$ cat src/rtl/fetch_pkg.sv
// fetch_pkg: shared fetch-path constants and the queue entry type.
package fetch_pkg;
  localparam int INST_W = 32;
  localparam int PC_INC = 4;
  typedef struct packed {
    logic [INST_W-1:0] pc;
    logic [INST_W-1:0] ir;
  } entry_t;
endpackage

$ cat src/rtl/fetch_queue_if.sv
// fetch_queue_if: fetch packet in, FW-wide head window out; master drives, slave is the queue.
interface fetch_queue_if #(
  parameter int FW = 2,
  parameter int DEPTH = 16,
  parameter int XLEN = fetch_pkg::INST_W
);
  logic flush, in_valid, in_ready;
  logic [FW-1:0] in_mask, out_valid;
  logic [XLEN-1:0] in_pc;
  logic [FW*XLEN-1:0] in_ir, out_ir, out_pc;
  logic [$clog2(FW+1)-1:0] deq_num;
  logic [$clog2(DEPTH+1)-1:0] count;
  modport master (
    output flush, in_valid, in_mask, in_pc, in_ir, deq_num,
    input in_ready, out_valid, out_ir, out_pc, count
  );
  modport slave (
    input flush, in_valid, in_mask, in_pc, in_ir, deq_num,
    output in_ready, out_valid, out_ir, out_pc, count
  );
endinterface

$ cat src/rtl/fq_compact.sv
// fq_compact: packs mask-selected slots to the low end in ascending order, each with its own PC.
module fq_compact #(
  parameter int FW = 2,
  parameter int XLEN = fetch_pkg::INST_W
) (
  input  logic [FW-1:0]              mask,
  input  logic [XLEN-1:0]            pc,
  input  logic [FW*XLEN-1:0]         ir,
  output logic [FW*XLEN-1:0]         pc_o,
  output logic [FW*XLEN-1:0]         ir_o,
  output logic [$clog2(FW+1)-1:0]    n
);
  import fetch_pkg::*;
  localparam int NW = $clog2(FW+1);
  int k;
  always_comb begin
    pc_o = '0;
    ir_o = '0;
    k = 0;
    for (int i = 0; i < FW; i++) begin
      if (mask[i]) begin
        pc_o[k*XLEN +: XLEN] = pc + XLEN'(PC_INC * i);
        ir_o[k*XLEN +: XLEN] = ir[i*XLEN +: XLEN];
        k = k + 1;
      end
    end
    n = NW'(k);
  end
endmodule

$ cat src/rtl/fetch_queue.sv
// fetch_queue: circular instruction fetch queue, FW in / up to FW out per cycle.
// FQ_BYPASS_EN: packets arriving while count < FW are shown on outputs the same cycle.
module fetch_queue #(
  parameter int FW = 2,
  parameter int DEPTH = 16,
  parameter int XLEN = fetch_pkg::INST_W
) (
  input logic clk,
  input logic rstn,
  fetch_queue_if.slave q
);
  localparam int AW = $clog2(DEPTH);
  localparam int CW = $clog2(DEPTH+1);
  localparam int NW = $clog2(FW+1);
  logic [AW-1:0] head, tail;
  logic [CW-1:0] count;
  logic [XLEN-1:0] mem_pc [DEPTH];
  logic [XLEN-1:0] mem_ir [DEPTH];
  logic [FW*XLEN-1:0] c_pc, c_ir;
  logic [NW-1:0] c_n;
  logic enq, byp;
  int enq_n, avail, deq_n, skip;
  fq_compact #(.FW(FW), .XLEN(XLEN)) u_compact (
    .mask(q.in_mask), .pc(q.in_pc), .ir(q.in_ir),
    .pc_o(c_pc), .ir_o(c_ir), .n(c_n)
  );
  assign q.in_ready = (DEPTH - int'(count)) >= FW;
  assign q.count = count;
  assign enq = q.in_valid & q.in_ready & !q.flush;
`ifdef FQ_BYPASS_EN
  assign byp = rstn & enq & (int'(count) < FW);
`else
  assign byp = 1'b0;
`endif
  // skip = bypassed slots consumed this cycle; they never touch storage
  always_comb begin
    enq_n = enq ? int'(c_n) : 0;
    avail = int'(count) + (byp ? enq_n : 0);
    avail = avail < FW ? avail : FW;
    deq_n = int'(q.deq_num) < avail ? int'(q.deq_num) : avail;
    skip = deq_n > int'(count) ? deq_n - int'(count) : 0;
  end
  always_comb begin
    q.out_valid = '0;
    q.out_ir = '0;
    q.out_pc = '0;
    for (int i = 0; i < FW; i++) begin
      if (i < int'(count)) begin
        q.out_valid[i] = 1'b1;
        q.out_pc[i*XLEN +: XLEN] = mem_pc[head + AW'(i)];
        q.out_ir[i*XLEN +: XLEN] = mem_ir[head + AW'(i)];
      end else if (byp && (i - int'(count)) < enq_n) begin
        q.out_valid[i] = 1'b1;
        q.out_pc[i*XLEN +: XLEN] = c_pc[(i - int'(count))*XLEN +: XLEN];
        q.out_ir[i*XLEN +: XLEN] = c_ir[(i - int'(count))*XLEN +: XLEN];
      end
    end
  end
  always_ff @(posedge clk or negedge rstn) begin
    if (!rstn) begin
      head <= '0;
      tail <= '0;
      count <= '0;
    end else if (q.flush) begin
      head <= '0;
      tail <= '0;
      count <= '0;
    end else begin
      head <= head + AW'(deq_n - skip);
      tail <= tail + AW'(enq_n - skip);
      count <= CW'(int'(count) + enq_n - deq_n);
    end
  end
  always_ff @(posedge clk) begin
    for (int k = 0; k < FW; k++) begin
      if (k >= skip && k < enq_n) begin
        mem_pc[tail + AW'(k - skip)] <= c_pc[k*XLEN +: XLEN];
        mem_ir[tail + AW'(k - skip)] <= c_ir[k*XLEN +: XLEN];
      end
    end
  end
endmodule

$ cat src/flat_wrapper.sv
// flat-port wrapper written by rule: the top's interface ports become plain ports
module fetch_queue_flat 
#(
  parameter int FW = 2,
  parameter int DEPTH = 16,
  parameter int XLEN = fetch_pkg::INST_W
)
  (clk, rstn, q_flush, q_in_valid, q_in_mask, q_in_pc, q_in_ir, q_deq_num, q_in_ready, q_out_valid, q_out_ir, q_out_pc, q_count);
  fetch_queue_if #(.FW(FW), .DEPTH(DEPTH), .XLEN(XLEN)) q_i ();
  input logic clk;
  input logic rstn;
  input wire logic [$bits(q_i.flush)-1:0] q_flush;
  input wire logic [$bits(q_i.in_valid)-1:0] q_in_valid;
  input wire logic [$bits(q_i.in_mask)-1:0] q_in_mask;
  input wire logic [$bits(q_i.in_pc)-1:0] q_in_pc;
  input wire logic [$bits(q_i.in_ir)-1:0] q_in_ir;
  input wire logic [$bits(q_i.deq_num)-1:0] q_deq_num;
  output wire logic [$bits(q_i.in_ready)-1:0] q_in_ready;
  output wire logic [$bits(q_i.out_valid)-1:0] q_out_valid;
  output wire logic [$bits(q_i.out_ir)-1:0] q_out_ir;
  output wire logic [$bits(q_i.out_pc)-1:0] q_out_pc;
  output wire logic [$bits(q_i.count)-1:0] q_count;
  assign q_i.flush = q_flush;
  assign q_i.in_valid = q_in_valid;
  assign q_i.in_mask = q_in_mask;
  assign q_i.in_pc = q_in_pc;
  assign q_i.in_ir = q_in_ir;
  assign q_i.deq_num = q_deq_num;
  assign q_in_ready = q_i.in_ready;
  assign q_out_valid = q_i.out_valid;
  assign q_out_ir = q_i.out_ir;
  assign q_out_pc = q_i.out_pc;
  assign q_count = q_i.count;
  fetch_queue #(.FW(FW), .DEPTH(DEPTH), .XLEN(XLEN)) u_core (.clk(clk), .rstn(rstn), .q(q_i));
endmodule
$ cat config.mk
export PLATFORM = sky130hd
export DESIGN_NAME = fetch_queue_flat
export DESIGN_NICKNAME = d
export VERILOG_FILES = /design/src/rtl/fetch_pkg.sv /design/src/rtl/fetch_queue_if.sv /design/src/rtl/fq_compact.sv /design/src/rtl/fetch_queue.sv /design/src/flat_wrapper.sv
export SDC_FILE = /design/constraint.sdc
export NUM_CORES = 2
export LEC_CHECK = 0
export ABC_CLOCK_PERIOD_IN_PS = 10400
export CAP_MARGIN = 5
export CELL_PAD_IN_SITES_DETAIL_PLACEMENT = 0
export CELL_PAD_IN_SITES_GLOBAL_PLACEMENT = 1
export CORE_MARGIN = 5
export CORE_UTILIZATION = 55
export CTS_BUF_LIST = sky130_fd_sc_hd__clkbuf_8
export CTS_CLUSTER_SIZE = 12
export DETAILED_ROUTE_END_ITERATION = 8
export MAX_ROUTING_LAYER = met4
export PLACE_DENSITY_LB_ADDON = 0.1
export SYNTH_ARGS = -nofsm -noshare
export SYNTH_HDL_FRONTEND = slang
export SYNTH_SLANG_ARGS = --single-unit
$ cat constraint.sdc
create_clock -name clk -period 10.4 [get_ports clk]
set_input_delay 1.56 -clock clk [delete_from_list [all_inputs] [get_ports clk]]
set_output_delay 1.56 -clock clk [all_outputs]
set_load 0.01 [all_outputs]
==> qor.txt <==
Netlist cell types: 68
DIE AREA: 120,000 um2
CP required: 10,920 ps
Clk buf depth: 3
Worst-margin pin slew: 1360 ps
Hold WC Path Type: reg -> reg
Final setup skew: 37.1 ps
Critical path origin: u_core.q.count[4]
Total wire length: 195,000 um
Post-CTS Setup Inserts: 0
Clk root buf: clkbuf_8
Cell internal pwr: 10,900 uW
Drt wl/cell: 34.4 um
Clk slew on worst S/H paths: 70 ps
FF+latch count, synth: 1,037
Final-stage net count: 4,162
Number of remaining DRC errors: 0
Max FO, Critical Path: 35
Count of hold-fix buffers inserted at cts: 0
Cell Area, Synth: 62,300 um2
Placer Congestion: 0.840
Die W: 346 um
Clock power share: 0.198
Ratio of cells with drive above 1 in the final layout: 0.235
Number of flops mapped to enable cells by yosys: 1,024
Area of the core: 112,000 um2
Drt initial violations: 4,474
Die height: 346 um
Post-DP HPWL: 108,000 um
Cells after synthesis: 3,932
Leakage power: 0.0280 uW
Io pins: 240
Starting Density: 0.554
Vias per cell: 7.07
Critical path class: reg -> reg
Initial antenna violation count: 4
TritonCTS Buffers: 181
Status: finished, final reports clean
Slew Viols, Final: 0
Pre-antenna DRT Iters: 6
Commonest non-fill, non-tap cell in the layout: mux2i_1
Grt total ovfl: 0
Arr. time, crit path: 8580 ps
Final Hold Vio Count: 0
Post_cts resized: 0
Period minus WS final: 8050 ps
CTS tree: done
Skew-Pair Late Insertion Delay: 860 ps
Multi-input logic area: 29,400 um2
Hold path startpoint: u_core.tail[0]
Maximum clock rate: 0.124 GHz
Vias: 40,000
Async S/R FF share, synth: 0.0125
Sw Pwr: 6730 uW
Yosys warning count: 0
Commonest cells after routing, fill and taps aside: 1,089 x mux2i_1, 1,024 x edfxtp_1, 576 x mux4_2
Worst r2r path cells: 26
Final period util: 0.774
Startpoint Class: register
H-tree levels: 4
Gr usage total: 0.330
Area Growth Syn to Fin: 11.1%
Slew headroom: 0.0882
Hold WS: 840 ps
Final Setup Violations: 0
RSZ-0062 raised after global routing: false
Hold path cells: 4
Largest net degree at the start of global routing: 161
First-pass GRT wire length: 284,000 um
Max_cap viols: 0
IO buf count: 239
Crit Reg-Reg Endpoint: u_core.mem_pc[15][14]
Final Util: 0.615
Row cnt: 123
Setup TNS: 0 ps
CP Capture Type: register
FF/Latch Area: 31,100 um2
Reg-to-reg critical path startpoint: u_core.q.count[4]
Post-synthesis sequential area ratio: 0.499
Logic pwr share: 0.500
Mean Syn Cell Area: 15.8 um2
Number of global-route vias before repair: 41,900
Clk sinks: 1,037
Slack of the worst reg-to-reg path: 2350 ps
Switch share: 0.382
Crit path to: u_core.mem_pc[15][14]
Sequential Power Share: 0.302
PwrDens: 254 nW/um2
Layout fillers: 8,411
Ys flop type: edfxtp_1
Routed Antenna Nets: 0
Maximum vdd drop: 0.510 mV
[metal layers]
metal  up-vias  GRT usage  part of all wire
li1      16200          -                 -
met1     21200      0.420              0.38
met2      2153      0.536              0.50
met3       415     0.0621             0.087
met4         0      0.116             0.036
met5         -          -                 0
[stage by stage]
| step | area, um2 | setup WS, ps | power, uW | cells |
|---|---|---|---|---|
| 3_5_place_dp | 65900 | 1750 | 14200 | 5323 |
| 3_3_place_gp | 65900 | 1790 | 14000 | 5322 |
| 5_1_grt | 69200 | 1850 | 18400 | 5656 |
| 4_1_cts | 69100 | 2450 | 17600 | 5644 |
| 2_1_floorplan | 62300 | 254 | 10900 | 3937 |
| 6_report | 69200 | 2350 | 17600 | 5656 |
[power by group through the flow]
stage | sequential, uW | clock [uW] | combinational [uW]
2_1_floorplan | 5280 | 0 | 5580
3_3_place_gp | 5360 | 0 | 8670
3_5_place_dp | 5400 | 0 | 8760
4_1_cts | 5310 | 3520 | 8810
5_1_grt | 5350 | 3730 | 9290
6_report | 5320 | 3480 | 8800
[worst min-delay path by stage]
stage | endpoint | slack (ps)
detailed placement | u_core.tail[2] | 830
global placement | u_core.tail[2] | 840
global route | u_core.tail[2] | 950
finish | u_core.tail[2] | 840
floorplan | u_core.tail[2] | 750
CTS | u_core.tail[2] | 840
[worst max-delay path: stages (launching register included)]
cell and delay, ps:
dfrtp_1 500, inv_1 190, ha_1 300, o21ai_0 140, nand2_1 110, nor2_1 140, ha_1 250, o21a_1 100
o22ai_1 270, o21ai_0 330, fa_1 550, a21oi_1 190, o21bai_1 100, fa_1 430, o21a_1 180, nand2_1 190
inv_1 80, ha_1 330, inv_1 80, ha_1 150, inv_1 50, fa_1 370, xnor2_1 210, xnor2_2 800
nand3_4 950, buf_4 560, mux2i_1 150
[layout make-up]
class                      instances  area share
clock inverter                   133     0.00944
antenna                            3    0.000108
tap                             1500      0.0271
sequential                      1037       0.449
multi-input combinational       2418       0.425
clock buffer                     188      0.0374
inverter                          26     0.00141
timing repair buffer             351      0.0506
[synth_stat cells, types with 9 or more instances]
cell type	count	share of area
a211oi_1	128	0.015
a21o_1	18	0.0022
a21oi_1	27	0.0022
a22oi_1	38	0.0046
and2_1	70	0.0070
and3_1	15	0.0015
buf_1	56	0.0034
buf_2	117	0.0094
buf_4	16	0.0019
buf_6	24	0.0043
clkbuf_1	243	0.015
dfrtp_1	13	0.0052
edfxtp_1	1024	0.49
fa_1	9	0.0029
ha_1	34	0.0068
inv_1	25	0.0015
mux2i_1	1089	0.18
mux4_2	576	0.21
nand2_1	88	0.0053
nand3_1	38	0.0031
nand4_1	15	0.0015
nor2_1	26	0.0016
nor2b_1	76	0.0076
nor3_1	21	0.0017
o21ai_0	20	0.0016
xnor2_1	36	0.0051
xor2_1	9	0.0013
[state kept, by name, indices dropped and copies added, names as in the netlist]
signal	count
u_core.head	4
u_core.mem_pc	512
u_core.q.count	5
u_core.tail	4
u_core.mem_ir	512
[kinds of logic after synthesis]
logic type               count (synthesis)  share of synthesized area
AO/OA/AOI/OAI                          272                     0.0315
other                                    2                   0.000121
AND/OR/NAND/NOR                        379                     0.0333
XOR/XNOR                                46                    0.00659
multiplexers                          1670                      0.384
adder cells (fa/ha/maj)                 44                    0.00989
buffers and inverters                  482                     0.0353
flip-flops                            1037                      0.499
No activity file was read; power rests on OpenSTA's default activity.
